$ cat src/rtl/mux8_scan_pkg.sv
// Shared types and constants for the mux8 truth-table sweep controller.
package mux8_scan_pkg;

  localparam int IDX_W = 3;
  localparam int TBL_W = 8;
  localparam int CNT_W = 4;

  localparam logic [TBL_W-1:0] MUX8_GOLDEN = 8'h39;

  typedef enum logic [1:0] {
    IDLE = 2'd0,
    SCAN = 2'd1,
    DONE = 2'd2
  } scan_state_t;

  // Four bits so that "all eight wrong" is representable.
  function automatic logic [3:0] popcount8(input logic [TBL_W-1:0] v);
    logic [3:0] n;
    n = '0;
    for (int i = 0; i < TBL_W; i++) n = n + {3'b000, v[i]};
    return n;
  endfunction

endpackage

$ cat src/rtl/mux8_scan_if.sv
// Bundle between the sweep controller and its host / function block.
interface mux8_scan_if;
  import mux8_scan_pkg::*;

  logic             start;
  logic             y;
  logic             a, b, c;
  logic             busy;
  logic             done;
  logic [TBL_W-1:0] table_out;
  logic             pass;
  logic [3:0]       err_count;

  modport slave (
    input  start, y,
    output a, b, c, busy, done, table_out, pass, err_count
  );

  modport master (
    output start, y,
    input  a, b, c, busy, done, table_out, pass, err_count
  );
endinterface

$ cat src/rtl/mux8_scan_ctrl_settle_timer.sv
// Per-index settle counter; hit marks the last cycle of an index window.
module settle_timer
  import mux8_scan_pkg::*;
#(
  parameter int SETTLE = 1
) (
  input  logic clk,
  input  logic reset,
  input  logic clear_i,
  input  logic en_i,
  output logic hit_o
);

  logic [CNT_W-1:0] cnt_q, cnt_d;

  assign hit_o = (cnt_q == CNT_W'(SETTLE - 1));

  always_comb begin
    cnt_d = cnt_q;
    if (clear_i)   cnt_d = '0;
    else if (en_i) cnt_d = hit_o ? '0 : cnt_q + 1'b1;
  end

  always_ff @(posedge clk) begin
    if (reset) cnt_q <= '0;
    else       cnt_q <= cnt_d;
  end

endmodule

$ cat src/rtl/mux8_scan_ctrl.sv
// Sweeps {a,b,c} through 0..7, captures y per index and grades the table
// against EXPECTED. All outputs come straight from registers.
module mux8_scan_ctrl
  import mux8_scan_pkg::*;
#(
  parameter int               SETTLE   = 1,
  parameter logic [TBL_W-1:0] EXPECTED = MUX8_GOLDEN
) (
  input  logic        clk,
  input  logic        reset,
  mux8_scan_if.slave  bus
);

  scan_state_t      state_q, state_d;
  logic [IDX_W-1:0] idx_q, idx_d;
  logic [TBL_W-1:0] tbl_q, tbl_d;
  logic             pass_q, pass_d;
  logic [3:0]       err_q, err_d;
  logic             busy_q, busy_d;
  logic             done_q, done_d;
  logic             hit;

  settle_timer #(.SETTLE(SETTLE)) u_timer (
    .clk     (clk),
    .reset   (reset),
    .clear_i (state_q != SCAN),
    .en_i    (state_q == SCAN),
    .hit_o   (hit)
  );

  always_comb begin
    state_d = state_q;
    idx_d   = idx_q;
    tbl_d   = tbl_q;
    pass_d  = pass_q;
    err_d   = err_q;
    unique case (state_q)
      IDLE, DONE: begin
        if (bus.start) begin
          state_d = SCAN;
          idx_d   = '0;
          tbl_d   = '0;
          pass_d  = 1'b0;
          err_d   = '0;
        end else begin
          state_d = IDLE;
        end
      end
      SCAN: begin
        if (hit) begin
          tbl_d[idx_q] = bus.y;
          if (idx_q == IDX_W'(TBL_W - 1)) begin
            // idx returns to 0 so {a,b,c} reads 000 outside a sweep.
            state_d = DONE;
            idx_d   = '0;
            pass_d  = (tbl_d == EXPECTED);
            err_d   = popcount8(tbl_d ^ EXPECTED);
          end else begin
            idx_d = idx_q + 1'b1;
          end
        end
      end
      default: state_d = IDLE;
    endcase
    busy_d = (state_d == SCAN);
    done_d = (state_d == DONE);
  end

  always_ff @(posedge clk) begin
    if (reset) begin
      state_q <= IDLE;
      idx_q   <= '0;
      tbl_q   <= '0;
      pass_q  <= 1'b0;
      err_q   <= '0;
      busy_q  <= 1'b0;
      done_q  <= 1'b0;
    end else begin
      state_q <= state_d;
      idx_q   <= idx_d;
      tbl_q   <= tbl_d;
      pass_q  <= pass_d;
      err_q   <= err_d;
      busy_q  <= busy_d;
      done_q  <= done_d;
    end
  end

  assign {bus.a, bus.b, bus.c} = idx_q;
  assign bus.busy      = busy_q;
  assign bus.done      = done_q;
  assign bus.table_out = tbl_q;
  assign bus.pass      = pass_q;
  assign bus.err_count = err_q;

endmodule

$ cat src/flat_wrapper.sv
// flat-port wrapper written by rule: the top's interface ports become plain ports
module mux8_scan_ctrl_flat import mux8_scan_pkg::*;
#(
  parameter int               SETTLE   = 1,
  parameter logic [TBL_W-1:0] EXPECTED = MUX8_GOLDEN
)
  (clk, reset, bus_start, bus_y, bus_a, bus_b, bus_c, bus_busy, bus_done, bus_table_out, bus_pass, bus_err_count);
  mux8_scan_if bus_i ();
  input  logic clk;
  input  logic reset;
  input wire logic [$bits(bus_i.start)-1:0] bus_start;
  input wire logic [$bits(bus_i.y)-1:0] bus_y;
  output wire logic [$bits(bus_i.a)-1:0] bus_a;
  output wire logic [$bits(bus_i.b)-1:0] bus_b;
  output wire logic [$bits(bus_i.c)-1:0] bus_c;
  output wire logic [$bits(bus_i.busy)-1:0] bus_busy;
  output wire logic [$bits(bus_i.done)-1:0] bus_done;
  output wire logic [$bits(bus_i.table_out)-1:0] bus_table_out;
  output wire logic [$bits(bus_i.pass)-1:0] bus_pass;
  output wire logic [$bits(bus_i.err_count)-1:0] bus_err_count;
  assign bus_i.start = bus_start;
  assign bus_i.y = bus_y;
  assign bus_a = bus_i.a;
  assign bus_b = bus_i.b;
  assign bus_c = bus_i.c;
  assign bus_busy = bus_i.busy;
  assign bus_done = bus_i.done;
  assign bus_table_out = bus_i.table_out;
  assign bus_pass = bus_i.pass;
  assign bus_err_count = bus_i.err_count;
  mux8_scan_ctrl #(.SETTLE(SETTLE), .EXPECTED(EXPECTED)) u_core (.clk(clk), .reset(reset), .bus(bus_i));
endmodule
$ cat config.mk
export PLATFORM = sky130hd
export DESIGN_NAME = mux8_scan_ctrl_flat
export DESIGN_NICKNAME = d
export VERILOG_FILES = /design/src/rtl/mux8_scan_pkg.sv /design/src/rtl/mux8_scan_if.sv /design/src/rtl/mux8_scan_ctrl_settle_timer.sv /design/src/rtl/mux8_scan_ctrl.sv /design/src/flat_wrapper.sv
export SDC_FILE = /design/constraint.sdc
export NUM_CORES = 1
export LEC_CHECK = 0
export BUFFER_PORTS_ARGS = -buffer_cell sky130_fd_sc_hd__buf_2
export CAP_MARGIN = 20
export CORE_UTILIZATION = 40
export CTS_CLUSTER_SIZE = 20
export DETAILED_ROUTE_END_ITERATION = 6
export HOLD_SLACK_MARGIN = 0.06
export PLACE_DENSITY_LB_ADDON = 0.15
export SLEW_MARGIN = 0
export SYNTH_ARGS = -nofsm -noshare
export SYNTH_HDL_FRONTEND = slang
export SYNTH_SLANG_ARGS = --single-unit
$ cat constraint.sdc
create_clock -name clk -period 4.3 [get_ports clk]
set_input_delay 0.86 -clock clk [delete_from_list [all_inputs] [get_ports clk]]
set_output_delay 0.86 -clock clk [all_outputs]
set_load 0.01 [all_outputs]
==> results.cfg <==
[power]
power_frac_clock_pct = 24.6
ir_worst_vdd_mv = 0.119
cellPowerDensity_nw_per_um2 = 252
p_switching_uw = 111
internal_power_uw = 285
p_comb_share_pct = 16.4
p_sw_share_pct = 28.0
cellLeakagePower_nw = 0.653
p_seq_share_pct = 59.0

[placed_design]
gp_congestion = 0.806
hpwl_um = 2180
post-place-ws_ps = 305
dpl.cell_count = 210
io_buffers = 21

[route]
drtIter0Drc = 53
wl_um = 2960
wl_per_cell_um = 13.9
antenna_left = 0
drc = 0
vias = 1152
viasPerCell = 5.41
drt_first_pass_iters = 4

[clock_tree]
post_cts_buffers = 0
cts_hold_buf = 0
clock_path_buffers = 2
cts.root.buffer_cell = clkbuf_4
clock_latency_ps = 310
post_cts_resized = 0
htreeDepth = 1
cts_tree = done
clk_pin_slew_ps = 130
numClockSinks = 24
cts_made_buffers = 3

[die]
dieArea_um2 = 3840
die_y_um = 62.0
start_util_pct = 42.4
boundaryPins = 22
coreArea_um2 = 3390
row_count = 21
die_w_um = 62.0

[critical_path]
worst_setup_path_end_kind = register
cp_max_fo = 15
start_kind = register
worstSetupPathType = reg2reg
worstPathRequired_ps = 4490
arrival_ps = 4040

[global_route]
antenna_found_initial = 0
grt_pass1_vias = 1115
grtUsageTotal_pct = 17.7
grt_pass1_wl_um = 4910
grt_overflow = 0
grt_max_degree = 23

[sta]
tns_ps = 0
period_needed_ps = 3840
finalHoldViolCount = 0
drv_slew = 0
layout_setup_ws_ps = 456
max_slew.worst_pin.slew_ps = 602
rsz0062_at_grt = false
fin_crit_sh_pct = 89.4
fmax_mhz = 260
fin_worst_skew_ps = 4.21
maxSlewHeadroom_pct = 59.8
setup_violations = 0

[finish]
seqCellArea_um2 = 480
layout.cells.non_filler = 213
drive_gt1_share_pct = 22.8
multi_input_area_um2 = 881
n_antenna_cell = 0
syn2layout_area_growth_pct = 9.40
final_nets = 185
num-fill-cells = 342

[yosys]
synth_edf_count = 0
synth_nets = 168
synthCells = 152
syn_area_um2 = 1440
synth.avg_cell_area_um2 = 9.46
ys.flop_type = dfxtp_1
ys_types = 44
synthArstFlopShare_pct = 0
ys_seq_area_share_pct = 33.4
ys_warn_count = 0
ys_ff_latch = 24

[flow_run]
drv_cap = 0

[worst_hold_path]
hp-class = reg2reg

[status]
status = finished, final reports clean
## registers in the layout (all words and copies together) (netlist names)
| name | count |
|---|---|
| u_core.bus.table_out | 8 |
| u_core.bus.done | 1 |
| u_core.idx_q | 3 |
| u_core.bus.pass | 1 |
| u_core.bus.busy | 1 |
| u_core.state_q | 2 |
| u_core.bus.err_count | 4 |
| u_core.u_timer.cnt_q | 4 |
## per-layer routing
| metal | up-vias | GRT usage [%] | part of all wire [%] |
|---|---|---|---|
| met2 | 19 | 29.8 | 48 |
| met3 | 5 | 3.11 | 2.6 |
| met5 | - | 0 | 0 |
| met4 | 0 | 5.71 | 1.4 |
| li1 | 565 | - | - |
| met1 | 563 | 22.9 | 48 |
## power by group through the flow
stage	logic (mW)	registers (mW)	clock network [mW]
floorplan	0.0518	0.237	0
global placement	0.0634	0.238	0
detailed placement	0.0648	0.238	0
CTS	0.0650	0.234	0.102
global route	0.0750	0.235	0.109
finish	0.0648	0.234	0.0973
## metrics by stage
step | area, µm² | utilization, % | hold slack [ps] | power (mW)
floorplan | 1440 | - | 430 | 0.289
global placement | 1550 | 45.7 | 437 | 0.301
detailed placement | 1550 | 45.7 | 443 | 0.303
CTS | 1570 | 46.4 | 461 | 0.400
global route | 1570 | 46.4 | 485 | 0.419
finish | 1570 | 46.4 | 457 | 0.396
## worst paths after layout
check,slack [ps],end,cells after the start,startpoint
max reg2reg,460,u_core.bus.err_count[1],11,u_core.idx_q[0]
min,460,u_core.bus.err_count[3],2,u_core.bus.err_count[3]
min reg2reg,460,u_core.bus.err_count[3],2,u_core.bus.err_count[3]
max,460,u_core.bus.err_count[1],11,u_core.idx_q[0]
## worst max-delay path: stages, from the launching register on
cell and delay, ps:
dfxtp_1 650, nor3b_2 280, mux2i_1 330, ha_1 310, fa_1 510, fa_1 550, inv_1 50, fa_1 400
inv_1 90, fa_1 410, nand3_1 80, a21oi_1 60
## Yosys cell counts, types with 3 or more instances
cell type | number | area [µm²]
a21oi_1 | 12 | 60.1
buf_2 | 4 | 20.0
clkbuf_1 | 3 | 11.3
dfxtp_1 | 24 | 480
fa_1 | 4 | 80.1
ha_1 | 8 | 100
inv_1 | 7 | 26.3
mux2_1 | 3 | 33.8
mux2_4 | 3 | 45.0
mux2i_1 | 4 | 40.0
nand2_1 | 12 | 45.0
nand3_1 | 13 | 65.1
nand3b_1 | 3 | 22.5
nor2_1 | 6 | 22.5
nor3_1 | 4 | 20.0
nor3b_1 | 4 | 30.0
o21ai_0 | 4 | 20.0
## cell usage in the layout (no fill, tap or decap), types with 4 or more instances in the layout
cell | netlist | final
mux2i_1 | 4 | 4
ha_1 | 8 | 8
a21oi_1 | 12 | 12
nor2_1 | 6 | 6
nor3b_1 | 4 | 4
dfxtp_1 | 24 | 24
inv_1 | 7 | 7
fa_1 | 4 | 4
buf_2 | 4 | 21
nand3_1 | 13 | 13
o21ai_0 | 4 | 4
nor3_1 | 4 | 4
nand2_1 | 12 | 12
## final cells by class
| cell class | instances | share of cell area [%] |
|---|---|---|
| Multi-Input combinational cell | 112 | 56.0 |
| Timing Repair Buffer | 21 | 6.68 |
| Inverter | 7 | 1.67 |
| Sequential cell | 24 | 30.5 |
| Tap cell | 46 | 3.66 |
| Clock buffer | 3 | 1.43 |
## kinds of logic after synthesis
family	after synthesis	share of synthesized area (%)
flops	24	33.4
buf+inv	16	5.31
fa+ha+maj	12	12.5
compound gates	24	11.7
mux	12	9.83
xor+xnor	3	1.83
simple gates	61	25.4
(Power assumes the default switching activity.)
